===== src/rtl/entry_pkg.sv =====
// Shared types and limits for the decimal entry block.
package entry_pkg;
    typedef enum logic [2:0] {S_IDLE, S_ENTRY, S_CHECK, S_DONE, S_ERR} state_e;

    localparam int MAG_W = 10;
    localparam logic [MAG_W-1:0] MAX_POS = 10'd127;
    localparam logic [MAG_W-1:0] MAX_NEG = 10'd128;
endpackage


===== src/rtl/mag_accumulator.sv =====
// Combinational decimal shift-in: mag*10 + digit using shift-and-add.
module mag_accumulator
    import entry_pkg::*;
(
    input  logic [MAG_W-1:0] mag_i,
    input  logic [3:0]       digit_i,
    output logic [MAG_W-1:0] nxt_o
);
    assign nxt_o = (mag_i << 3) + (mag_i << 1) + {{(MAG_W-4){1'b0}}, digit_i};
endmodule


===== src/rtl/decimal_entry_unit.sv =====
// Keypad-style decimal entry: collects sign + up to MAX_DIGITS digits and
// converts to signed 8-bit with range checking.
module decimal_entry_unit
    import entry_pkg::*;
#(
    parameter int MAX_DIGITS = 3
) (
    input  logic       clk,
    input  logic       reset,
    input  logic       digit_valid,
    input  logic [3:0] digit,
    input  logic       sign_toggle,
    input  logic       enter,
    input  logic       clear,
    output logic [7:0] value,
    output logic       value_valid,
    output logic       err,
    output logic       sign_out,
    output logic [3:0] hundreds_out,
    output logic [3:0] tens_out,
    output logic [3:0] ones_out,
    output logic [1:0] digit_count
);
    state_e           state_q, state_d;
    logic [MAG_W-1:0] mag_q, mag_d, acc_nxt;
    logic [3:0]       hund_q, hund_d, tens_q, tens_d, ones_q, ones_d;
    logic             sign_q, sign_d;
    logic [1:0]       cnt_q, cnt_d;
    logic [7:0]       value_q, value_d;
    logic             vvalid_q, vvalid_d;
    logic             finished, room, digit_ok, in_range;

    mag_accumulator u_acc (
        .mag_i   (mag_q),
        .digit_i (digit),
        .nxt_o   (acc_nxt)
    );

    assign finished = (state_q == S_DONE) || (state_q == S_ERR);
    assign room     = int'(cnt_q) < MAX_DIGITS;
    assign digit_ok = digit <= 4'd9;
    assign in_range = sign_q ? (mag_q <= MAX_NEG) : (mag_q <= MAX_POS);

    always_comb begin
        state_d  = state_q;
        mag_d    = mag_q;
        hund_d   = hund_q;
        tens_d   = tens_q;
        ones_d   = ones_q;
        sign_d   = sign_q;
        cnt_d    = cnt_q;
        value_d  = value_q;
        vvalid_d = 1'b0;
        if (state_q == S_CHECK) begin
            // Inputs are deliberately ignored here, including clear.
            if (in_range) begin
                value_d  = sign_q ? (~mag_q[7:0]) + 8'd1 : mag_q[7:0];
                vvalid_d = 1'b1;
                state_d  = S_DONE;
            end else begin
                state_d  = S_ERR;
            end
        end else if (clear) begin
            mag_d   = '0;
            hund_d  = '0;
            tens_d  = '0;
            ones_d  = '0;
            sign_d  = 1'b0;
            cnt_d   = '0;
            state_d = S_IDLE;
        end else if (enter) begin
            if (!finished) state_d = S_CHECK;
        end else if (sign_toggle) begin
            if (finished) begin
                mag_d   = '0;
                hund_d  = '0;
                tens_d  = '0;
                ones_d  = '0;
                cnt_d   = '0;
                sign_d  = 1'b1;
                state_d = S_IDLE;
            end else begin
                sign_d  = ~sign_q;
            end
        end else if (digit_valid && digit_ok) begin
            if (finished) begin
                mag_d   = {{(MAG_W-4){1'b0}}, digit};
                hund_d  = '0;
                tens_d  = '0;
                ones_d  = digit;
                cnt_d   = 2'd1;
                sign_d  = 1'b0;
                state_d = S_ENTRY;
            end else if (room) begin
                mag_d   = acc_nxt;
                hund_d  = tens_q;
                tens_d  = ones_q;
                ones_d  = digit;
                cnt_d   = cnt_q + 2'd1;
                state_d = S_ENTRY;
            end
        end
    end

    always_ff @(posedge clk) begin
        if (reset) begin
            state_q  <= S_IDLE;
            mag_q    <= '0;
            hund_q   <= '0;
            tens_q   <= '0;
            ones_q   <= '0;
            sign_q   <= 1'b0;
            cnt_q    <= '0;
            value_q  <= '0;
            vvalid_q <= 1'b0;
        end else begin
            state_q  <= state_d;
            mag_q    <= mag_d;
            hund_q   <= hund_d;
            tens_q   <= tens_d;
            ones_q   <= ones_d;
            sign_q   <= sign_d;
            cnt_q    <= cnt_d;
            value_q  <= value_d;
            vvalid_q <= vvalid_d;
        end
    end

    assign value        = value_q;
    assign value_valid  = vvalid_q;
    assign err          = (state_q == S_ERR);
    assign sign_out     = sign_q;
    assign hundreds_out = hund_q;
    assign tens_out     = tens_q;
    assign ones_out     = ones_q;
    assign digit_count  = cnt_q;
endmodule

===== config.mk =====
export PLATFORM = sky130hd
export DESIGN_NAME = decimal_entry_unit
export DESIGN_NICKNAME = d
export VERILOG_FILES = /design/src/rtl/entry_pkg.sv /design/src/rtl/mag_accumulator.sv /design/src/rtl/decimal_entry_unit.sv
export SDC_FILE = /design/constraint.sdc
export NUM_CORES = 1
export LEC_CHECK = 0
export ABC_AREA = 1
export CAP_MARGIN = 5
export CELL_PAD_IN_SITES_DETAIL_PLACEMENT = 1
export CELL_PAD_IN_SITES_GLOBAL_PLACEMENT = 2
export CORE_MARGIN = 10
export CORE_UTILIZATION = 32
export DETAILED_ROUTE_END_ITERATION = 10
export HOLD_SLACK_MARGIN = 0.02
export PLACE_DENSITY = 0.89
export SLEW_MARGIN = 20
export SYNTH_ARGS = -nofsm -noshare
export SYNTH_HDL_FRONTEND = slang
export SYNTH_HIERARCHICAL = 1
export SYNTH_SLANG_ARGS = --single-unit
export TNS_END_PERCENT = 5

===== constraint.sdc =====
create_clock -name clk -period 6.28 [get_ports clk]
set_input_delay 1.256 -clock clk [delete_from_list [all_inputs] [get_ports clk]]
set_output_delay 1.256 -clock clk [all_outputs]
set_load 0.03 [all_outputs]

; ---- Word-level counts from Yosys, hierarchy flattened
; Cells that the tools add are included.
[word_totals]
ff_bits = 37
latch_bits = 0
ram_bits = 0
romBits = 0
in_bits = 10
out_inout_bits = 25
elab_cells = 91
n_memories = 0
[classes]
addsub = 4
mul = 0
div_mod_pow = 0
magnitude_cmp = 4
eq_ne = 7
n_shift = 0
muxes = 52
bitwise = 3
n_reduce_logical = 12
[ops]
columns = op, n
row1 = two-way mux 4 bit, 19
row2 = two-way mux 10 bit, 7
row3 = two-way mux 3 bit, 10
row4 = two-way mux 2 bit, 7
row5 = adder 10 bit, 1
row6 = adder 10 x 4 -> 10 bit, 1
row7 = "<= comparator 10 x 7 -> 1 bit, second input constant", 1
row8 = "<= comparator 10 x 8 -> 1 bit, second input constant", 1
row9 = nonzero test 5 bit, 2
row10 = nonzero test 3 bit, 3
row11 = "adder 8 x 1 -> 8 bit, second input constant", 1
row12 = two-way mux 1 bit, 8
row13 = two-way mux 8 bit, 1
row14 = NOT 8 bit, 1
row15 = AND reduction 4 bit, 2
row16 = "== test 3 x 2 -> 1 bit, second input constant", 2
row17 = "!= test 5 x 1 -> 1 bit, second input constant", 1
row18 = AND reduction 5 bit, 1
row19 = "<= comparator 4 bit, second input constant", 1
row20 = "!= test 4 x 3 -> 1 bit, second input constant", 1
row21 = "== test 3 bit, second input constant", 1
row22 = "!= test 3 x 1 -> 1 bit, second input constant", 1
row23 = "adder 2 x 1 -> 2 bit, second input constant", 1
row24 = "less-than comparator 2 bit, second input constant", 1
row25 = other kinds (6), 7

; ---- Logic depth before layout (Yosys ltp)
[logic_depth]
ltp_word = 8
depth_mapped = 15

; ---- By module
; Netlist, hierarchy kept.
[modules_own_cells]
columns = module, instances, cells_each, area_each_um2
row1 = decimal_entry_unit, 1, 300, 1966.9
row2 = mag_accumulator, 1, 81, 516.7

; ---- Worst setup path after synthesis
; No wires, ideal clock.
[synth_path]
path_type = input port to flip-flop
startpoint = input port digit[3]
endpoint = register mag_q[8]
setup_ns = 0.065
arrival_ns = 2.843
path_slack_ns = 3.372
cell_stages = 14
n_path_buf = 0
path_cell_list = inv_1 > fa_1 > fa_1 > inv_1 > nand2_1 > nand2_1 > nand3b_1 > nand2_1 > nand2_1 > nand2_1 > nand2_1 > nand2_1 > o21ai_0 > nor2_1
[synth_via]
elab_chain_cells = 7
[synth_lines]
columns = item, line
row1 = from (decl), decimal_entry_unit.sv:11  ; input logic [3:0] digit,
row2 = adder 10 x 4 -> 10 bit, mag_accumulator.sv:9  ; assign nxt_o = (mag_i << 3) + (mag_i << 1) + {{(MAG_W-4){1'b0}}, digit_i};
row3 = net acc_nxt[8], decimal_entry_unit.sv:25  ; logic [MAG_W-1:0] mag_q, mag_d, acc_nxt;
row4 = two-way mux 10 bit, decimal_entry_unit.sv:94  ; end else if (room) begin
row5 = two-way mux 10 bit, decimal_entry_unit.sv:86  ; if (finished) begin
row6 = two-way mux 10 bit, decimal_entry_unit.sv:85  ; end else if (digit_valid && digit_ok) begin
row7 = two-way mux 10 bit, decimal_entry_unit.sv:73  ; end else if (sign_toggle) begin
row8 = two-way mux 10 bit, decimal_entry_unit.sv:71  ; end else if (enter) begin
row9 = two-way mux 10 bit, decimal_entry_unit.sv:63  ; end else if (clear) begin
row10 = to (signal assigned), decimal_entry_unit.sv:118  ; mag_q <= mag_d;
row11 = to (decl), decimal_entry_unit.sv:25
; The timed path passes the listed nets, and every way through them passes these cells. The select of a mux whose other input is x is not followed.
; A chain may end at the register's enable or synchronous reset.

; ---- Final worst setup path
; Same ends and word-level chain as after synthesis.

==> out/results.ini <==
[clocking]
cts_buffers = 5
clockBufferDepth = 2
cts-root-buf = clkbuf_8
cts-resized-gates = 0
cts_setup_buffers = 0
hold_buffers = 0
clkSinkCount = 37
clock_latency_ns = 0.29
cts_tree = done
htreeDepth = 2
path_clk_slew_ns = 0.08

[setup_path]
reg2reg_depth = 14
critPathKind = primary input to flop
worstPathMaxFanout = 3
critPathRequiredTime_ns = 6.52
rrSetupSlack_ns = 3.94
worstReg2RegEnd = mag_q[8]
reg2reg_from = mag_q[2]
worstSetupStartpointType = primary input
cp-end-kind = flop
worst-endpoint-arrival_ns = 3.51

[die]
dieArea_um2 = 11690
die_height_um = 108.1
die_w_um = 108.1
rows = 32
coreArea_um2 = 7647
pin_count = 35
start_util_pct = 32.48

[timing]
finalSetupTns_ns = 0
rsz0062_at_grt = false
fin_crit_sh_pct = 52.03
drv_slew = 0
setup_violations = 0
period_minus_slack_ns = 3.267
skew_ns = 0.007917
relSlewSlack_pct = 65.17
max_freq_mhz = 306.1
hold_viol = 0
worst_pin_slew_ns = 0.5219

[power_and_ir_drop]
p_leak_uw = 0.001375
vdd_ir_drop_max_v = 0.00008875
p_per_area_nw_per_um2 = 248.6

[yosys]
yosysSeqAreaShare_pct = 29.82
syn_inst = 381
synth_fp_nets = 409
synthFlopType = dfxtp_1
ys_seq_elements = 37
synth_top_cell_by_area = dfxtp_1
synth_enable_flop_cells = 0
synthArstFlopShare_pct = 0
synthTopCellsByCount = nand2_1 (107), inv_1 (54), nor2_1 (47)
syn_area_um2 = 2484
yosysUniqueCellTypes = 32
synth.most_common_cell = nand2_1
synth_warnings = 6
avgSynthCellArea_um2 = 6.519
yosysTopAreaCellShare_pct = 29.82
yosys-top-cells-area = dfxtp_1 (30%), nand2_1 (16%), inv_1 (8.2%)

[global_route]
antenna_found_initial = 0
overflow = 0
grt.total_usage_pct = 11.62
first_global_vias = 2470
grt_max_degree = 30
grt_pass1_wl_um = 11390

[hold_path]
min_from = value[1]
min_to = value[1]
min_path_cells = 2
hold_path_class = flop to flop

[route]
wire_per_inst_um = 12.73
viasPerCell = 4.628
drt_iter0_markers = 58
wl_um = 6530
drc_errors = 0
antenna_left = 0
first_pass_iters = 4
vias = 2374

[cells_and_area]
final_cell_area_um2 = 2952
n_fill_cell = 1015
area_growth_pct = 18.84
finalNetCount = 438
antenna_cells = 0
drive_above_1_share_pct = 8.516

[placed_design]
hpwl_um = 4951
port_buffers = 34
gp_congestion = 0.7951
placed_area_um2 = 2869

[status]
outcome = complete, no violations

[job]
max_cap_violations = 0

sequential cells by signal, indices dropped and copies added, names as in the netlist:
register,flops
mag_q,10
value,8
hundreds_out,4
ones_out,4
tens_out,4
state_q,3
digit_count,2
sign_out,1
value_valid,1
power by group:
group,switching (uW),leakage (uW),internal (uW)
combinational,173,0.00103,105
sequential,27.4,0.000303,260
clock,91.1,0.0000450,77.1
layout by cell type, fill, tap and decap left out:
cell type / count
nand2_4: 1
ha_1: 16
fa_1: 2
o21bai_1: 2
nand2_2: 5
clkdlybuf4s50_1: 34
inv_2: 7
nand3_2: 4
a21oi_2: 5
dfxtp_1: 37
xor2_1: 2
xnor2_1: 3
or2_1: 1
nor2_4: 1
clkbuf_8: 5
or2_4: 1
nand3_4: 1
nand3_1: 14
inv_1: 54
o21ai_0: 18
nor3_1: 4
nor3b_1: 2
clkbuf_1: 1
clkinv_2: 2
nand2_1: 107
a21oi_1: 19
nor2_1: 47
nand3b_1: 2
o21ai_1: 8
buf_4: 1
nor2_2: 2
nand4_1: 3
worst max-delay path, cell delays in order:
cell and delay (ns):
clkdlybuf4s50_1 0.51, inv_1 0.06, fa_1 0.48, fa_1 0.47
inv_1 0.07, nand2_1 0.05, nand2_1 0.07, nand3b_1 0.09
nand2_1 0.07, nand2_1 0.05, nand2_1 0.05, nand2_1 0.05
nand2_1 0.07, o21ai_0 0.08, nor2_1 0.09
area by class of cell:
| class | count | area (um^2) | share of cell area [%] |
|---|---|---|---|
| multi-input combinational | 270 | 1424 | 48.24 |
| inverter | 61 | 229.0 | 7.758 |
| clock inverter | 2 | 10.01 | 0.3391 |
| clock buffer | 6 | 72.57 | 2.459 |
| tap | 102 | 127.6 | 4.324 |
| sequential | 37 | 740.7 | 25.10 |
| timing repair buffer | 35 | 347.8 | 11.78 |
kinds of logic after synthesis:
group           share of synthesized area (%)
buf+inv                                 12.85
fa+ha+maj                               9.673
flops                                   29.82
compound gates                          11.44
simple gates                            34.46
xor+xnor                                1.764
how the worst max path moves through the flow:
stage                     startpoint        to  depth (start not counted)
after floorplan             digit[3]  mag_q[8]                         14
after global placement      digit[3]  mag_q[8]                         15
after detailed placement    digit[3]  mag_q[8]                         15
after CTS                   digit[3]  mag_q[8]                         15
after global routing        digit[3]  mag_q[8]                         15
final                       digit[3]  mag_q[8]                         15
routing by layer:
metal	track usage, %	wire [um]	up-vias
met4	2.767	62	0
li1	-	-	1233
met1	13.71	3083	1108
met5	0	0	-
met2	20.39	3095	27
met3	3.093	288	6
per-stage QoR:
step                hold slack, ns  setup WS, ns  total power (uW)  instances  util (%)
floorplan                   0.4624         3.372             499.3        381         -
global placement            0.4528         2.739             566.6        505     37.52
detailed placement          0.4575         2.686             575.2        505     37.52
CTS                         0.4677         2.993             745.8        513     38.60
global route                0.4775         2.782             794.4        513     38.60
finish                      0.4649         3.013             733.7        513     38.60
Power figures use the tool's default switching activity.
==> edit 1, RTL diff (config.mk and constraints unchanged) <==
Register the output `err`, cleared by the reset; this adds one clock of latency there. The other outputs are not delayed to match.
--- a/src/rtl/decimal_entry_unit.sv
+++ b/src/rtl/decimal_entry_unit.sv
@@ -130,3 +130,9 @@
     assign value_valid  = vvalid_q;
-    assign err          = (state_q == S_ERR);
+    always_ff @(posedge clk) begin
+        if (reset) begin
+            err <= '0;
+        end else begin
+            err <= (state_q == S_ERR);
+        end
+    end
     assign sign_out     = sign_q;
Formal check against the unedited RTL: not equivalent (Yosys sat finds a counterexample within 10 cycles, from zero or initial values and one cycle with reset high).
==> edit 1 against the original RTL <==
Clock skew up 0.00067 ns. Synthesized area grew 3.1%. Sequential cell count rose by 1. Power grew 0.31%. Final cell count is 0.97% higher. Die area grew 2.5%. Worst setup slack worse by 0.0099 ns. Design area grew 2.9%. Count of clock-buffer cells in the layout did not move. Wire length is 3.2% higher. Critical path type unchanged. Largest power group unchanged.
==> edit 1: results <==
set metrics [dict create \
    status "completed" \
    placed_cells 511 \
    dp_hpwl_mm 5.30 \
    yosysSeqAreaShare 0.297 \
    wire_per_inst_um 13.0 \
    drt-total-wl_mm 6.74 \
    synth_area_leaders "dfxtp_1 30%, nand2_1 16%, inv_1 8.1%" \
    ir_drop_mv 0.101 \
    post_cts_resized 0 \
    yosys-top-cells-count "110 x nand2_1, 55 x inv_1, 51 x nor2_1" \
    avgSynthCellArea_um2 6.65 \
    synth_nets 413 \
    n_fill_cell 1046 \
    fin_worst_skew_ns 0.00859 \
    drive_gt1_frac 0.111 \
    grt_pass1_wl_mm 11.7 \
    post_drt_via_cell_ratio 4.66 \
    p_sw_mw 0.288 \
    grt_pass1_vias 2519 \
    p_leak_nw 1.39 \
    grt_usage 0.120 \
    grt_max_degree 35 \
    nets 444 \
    drt-initial-drc-count 39 \
    synth_cell_types 33 \
    worst_slew_pin_slew_ns 0.612 \
    cp.arrival_ns 3.50 \
    antenna_found_initial 0 \
]
edit 1: changes by cell type after synthesis, moves of 5 or more:
cell     before  now
a21oi_1      19    9
o21ai_0      18    8
nand2_2       5   11
o21ai_1       8   13
edit 1: worst paths after layout:
kind / start / end / slack, ns
setup reg to reg: mag_q[0] / mag_q[8] / 3.93
hold / removal: value[0] / value[0] / 0.47
hold reg to reg: value[0] / value[0] / 0.47
setup / recovery: digit[3] / mag_q[8] / 3.00
edit 1: power groups by stage:
stage / Sequential (mW) / Clock (mW) / Combinational, mW
6_report: 0.288 / 0.166 / 0.282
5_1_grt: 0.293 / 0.181 / 0.322
4_1_cts: 0.289 / 0.174 / 0.288
3_5_place_dp: 0.294 / 0 / 0.286
3_3_place_gp: 0.294 / 0 / 0.278
2_1_floorplan: 0.312 / 0 / 0.193
edit 1: logic make-up after synthesis:
group | synth area share
adder cells (fa/ha/maj) | 0.0938
flip-flops | 0.297
AO/OA/AOI/OAI | 0.101
buffers and inverters | 0.122
XOR/XNOR | 0.0205
AND/OR/NAND/NOR | 0.365
edit 1: per-layer routing:
metal / global-route usage / part of all wire / vias to the layer above
li1: - / - / 1240
met1: 0.131 / 0.44 / 1140
met2: 0.223 / 0.51 / 27
met3: 0.0316 / 0.045 / 6
met4: 0.0307 / 0.0092 / 0
met5: 0 / 0 / -
edit 1: critical path, cell delays in order:
cell,delay [ns]
clkdlybuf4s50_1,0.49
inv_1,0.06
fa_1,0.48
fa_1,0.47
inv_1,0.07
nand2_1,0.04
nand2_1,0.07
nand3b_1,0.10
nand2_1,0.07
nand2_1,0.05
nand2_1,0.05
nand2_1,0.05
nand2_1,0.09
o21ai_1,0.06
nor2_1,0.10
edit 1: cell type report:
class                      instances  area share
multi-input combinational        274       0.489
sequential                        38       0.251
timing repair buffer              35       0.115
inverter                          62      0.0770
tap                              102      0.0420
clock buffer                       6      0.0239
clock inverter                     1     0.00247
edit 1: per-stage QoR:
stage               instance area (um^2)  power (mW)  setup WS, ns   util
floorplan                           2560       0.505          3.36      -
global placement                    2960       0.573          2.73  0.381
detailed placement                  2960       0.580          2.69  0.381
CTS                                 3040       0.751          2.99  0.391
global route                        3040       0.796          2.81  0.391
finish                              3040       0.736          3.00  0.391
==> edit 2, RTL diff (config.mk and constraints unchanged) <==
Made on the original files. `MAG_W`: 10 -> 11.
--- a/src/rtl/entry_pkg.sv
+++ b/src/rtl/entry_pkg.sv
@@ -4,3 +4,3 @@
 
-    localparam int MAG_W = 10;
+    localparam int MAG_W = 11;
     localparam logic [MAG_W-1:0] MAX_POS = 10'd127;
Function: no difference found for any inputs over 4 cycles, from zero or initial values and one cycle with reset high; that may be too few to reach the edited logic, so the function may still have changed.
==> edit 2 against the original RTL <==
Design area grew 2.2%. Worst setup slack gained 0.048 ns. Synthesized area up 2.3%. Critical path type unchanged. Sequential cell count increased by 1. Wire length rose by 1.9%. Utilization is 0.46 points higher. Sequential share of layout area up 0.11 points.
Power is not compared: it rests on default switching activity, and its combinational part moved more than twofold at a synthesized area within 25%.
==> edit 2: results <==
set metrics [dict create \
    max_stage_delay_ns 0.54 \
    stdcell_count 499 \
    fin_worst_skew_ns 0.00608 \
    final_area_um2 3020 \
    placed_cells 491 \
    place_area_um2 2930 \
    syn_inst 366 \
    yosys-top-cells-count "110 x nand2_1, 46 x inv_1, 38 x dfxtp_1" \
    synth_compound_gate_area_share 0.119 \
    gp_congestion 0.772 \
    worstSkewPairLatency_ns 0.29 \
    nets 427 \
    dp_hpwl_mm 5.07 \
    synth_nets 397 \
    clkbuf_count 7 \
    cp.arrival_ns 3.45 \
    synthXorXnorAreaFrac 0.0276 \
    synth_area_leaders "dfxtp_1 30%, nand2_1 16%, ha_1 9.4%" \
    avgSynthCellArea_um2 6.94 \
    slew_headroom 0.688 \
    multiInputGateArea_um2 1500 \
    drt-total-wl_mm 6.66 \
    synthAdderAreaFrac 0.109 \
    status "completed" \
    grt_pass1_wl_mm 11.6 \
    grt_pass1_vias 2505 \
    n_fill_cell 1020 \
    drive_gt1_frac 0.0907 \
    grt_usage 0.118 \
    seq_share 0.252 \
    buffer_area_frac 0.115 \
    final-clk-cell-share 0.0303 \
    crit_slowest_cell "fa_1" \
    post-place-ws_ns 2.76 \
    inv_count 50 \
    multi_input_cells 266 \
]
-- edit 2: cell types whose count changed after synthesis, moves of 4 or more --
cell	change
a21oi_1	+11
a21oi_2	+4
o21ai_0	-11
nand3_1	+19
nor2_1	-26
inv_1	-8
inv_2	-6
o21ai_1	-8
-- edit 2: path summary, 6_finish.rpt --
check | slack [ns] | end | from | cells past startpoint
hold / removal | 0.47 | value[7] | value[7] | 2
setup reg to reg | 3.98 | mag_q[10] | mag_q[0] | 12
setup / recovery | 3.06 | mag_q[10] | digit[3] | 13
hold reg to reg | 0.47 | value[7] | value[7] | 2
-- edit 2: routing by layer --
metal  GRT usage  up-vias  wire length, um
met5           0        -                0
met4      0.0235        0               34
met3      0.0437        4              497
met2       0.203       36             3100
met1       0.139     1076             3020
li1            -     1212                -
-- edit 2: where the power goes --
part	leakage (nW)	switching (mW)	internal (mW)
Sequential	0.308	0.00910	0.248
Combinational	0.926	0.0736	0.0391
Clock	0.0482	0.0892	0.0887
Total	1.28	0.172	0.376
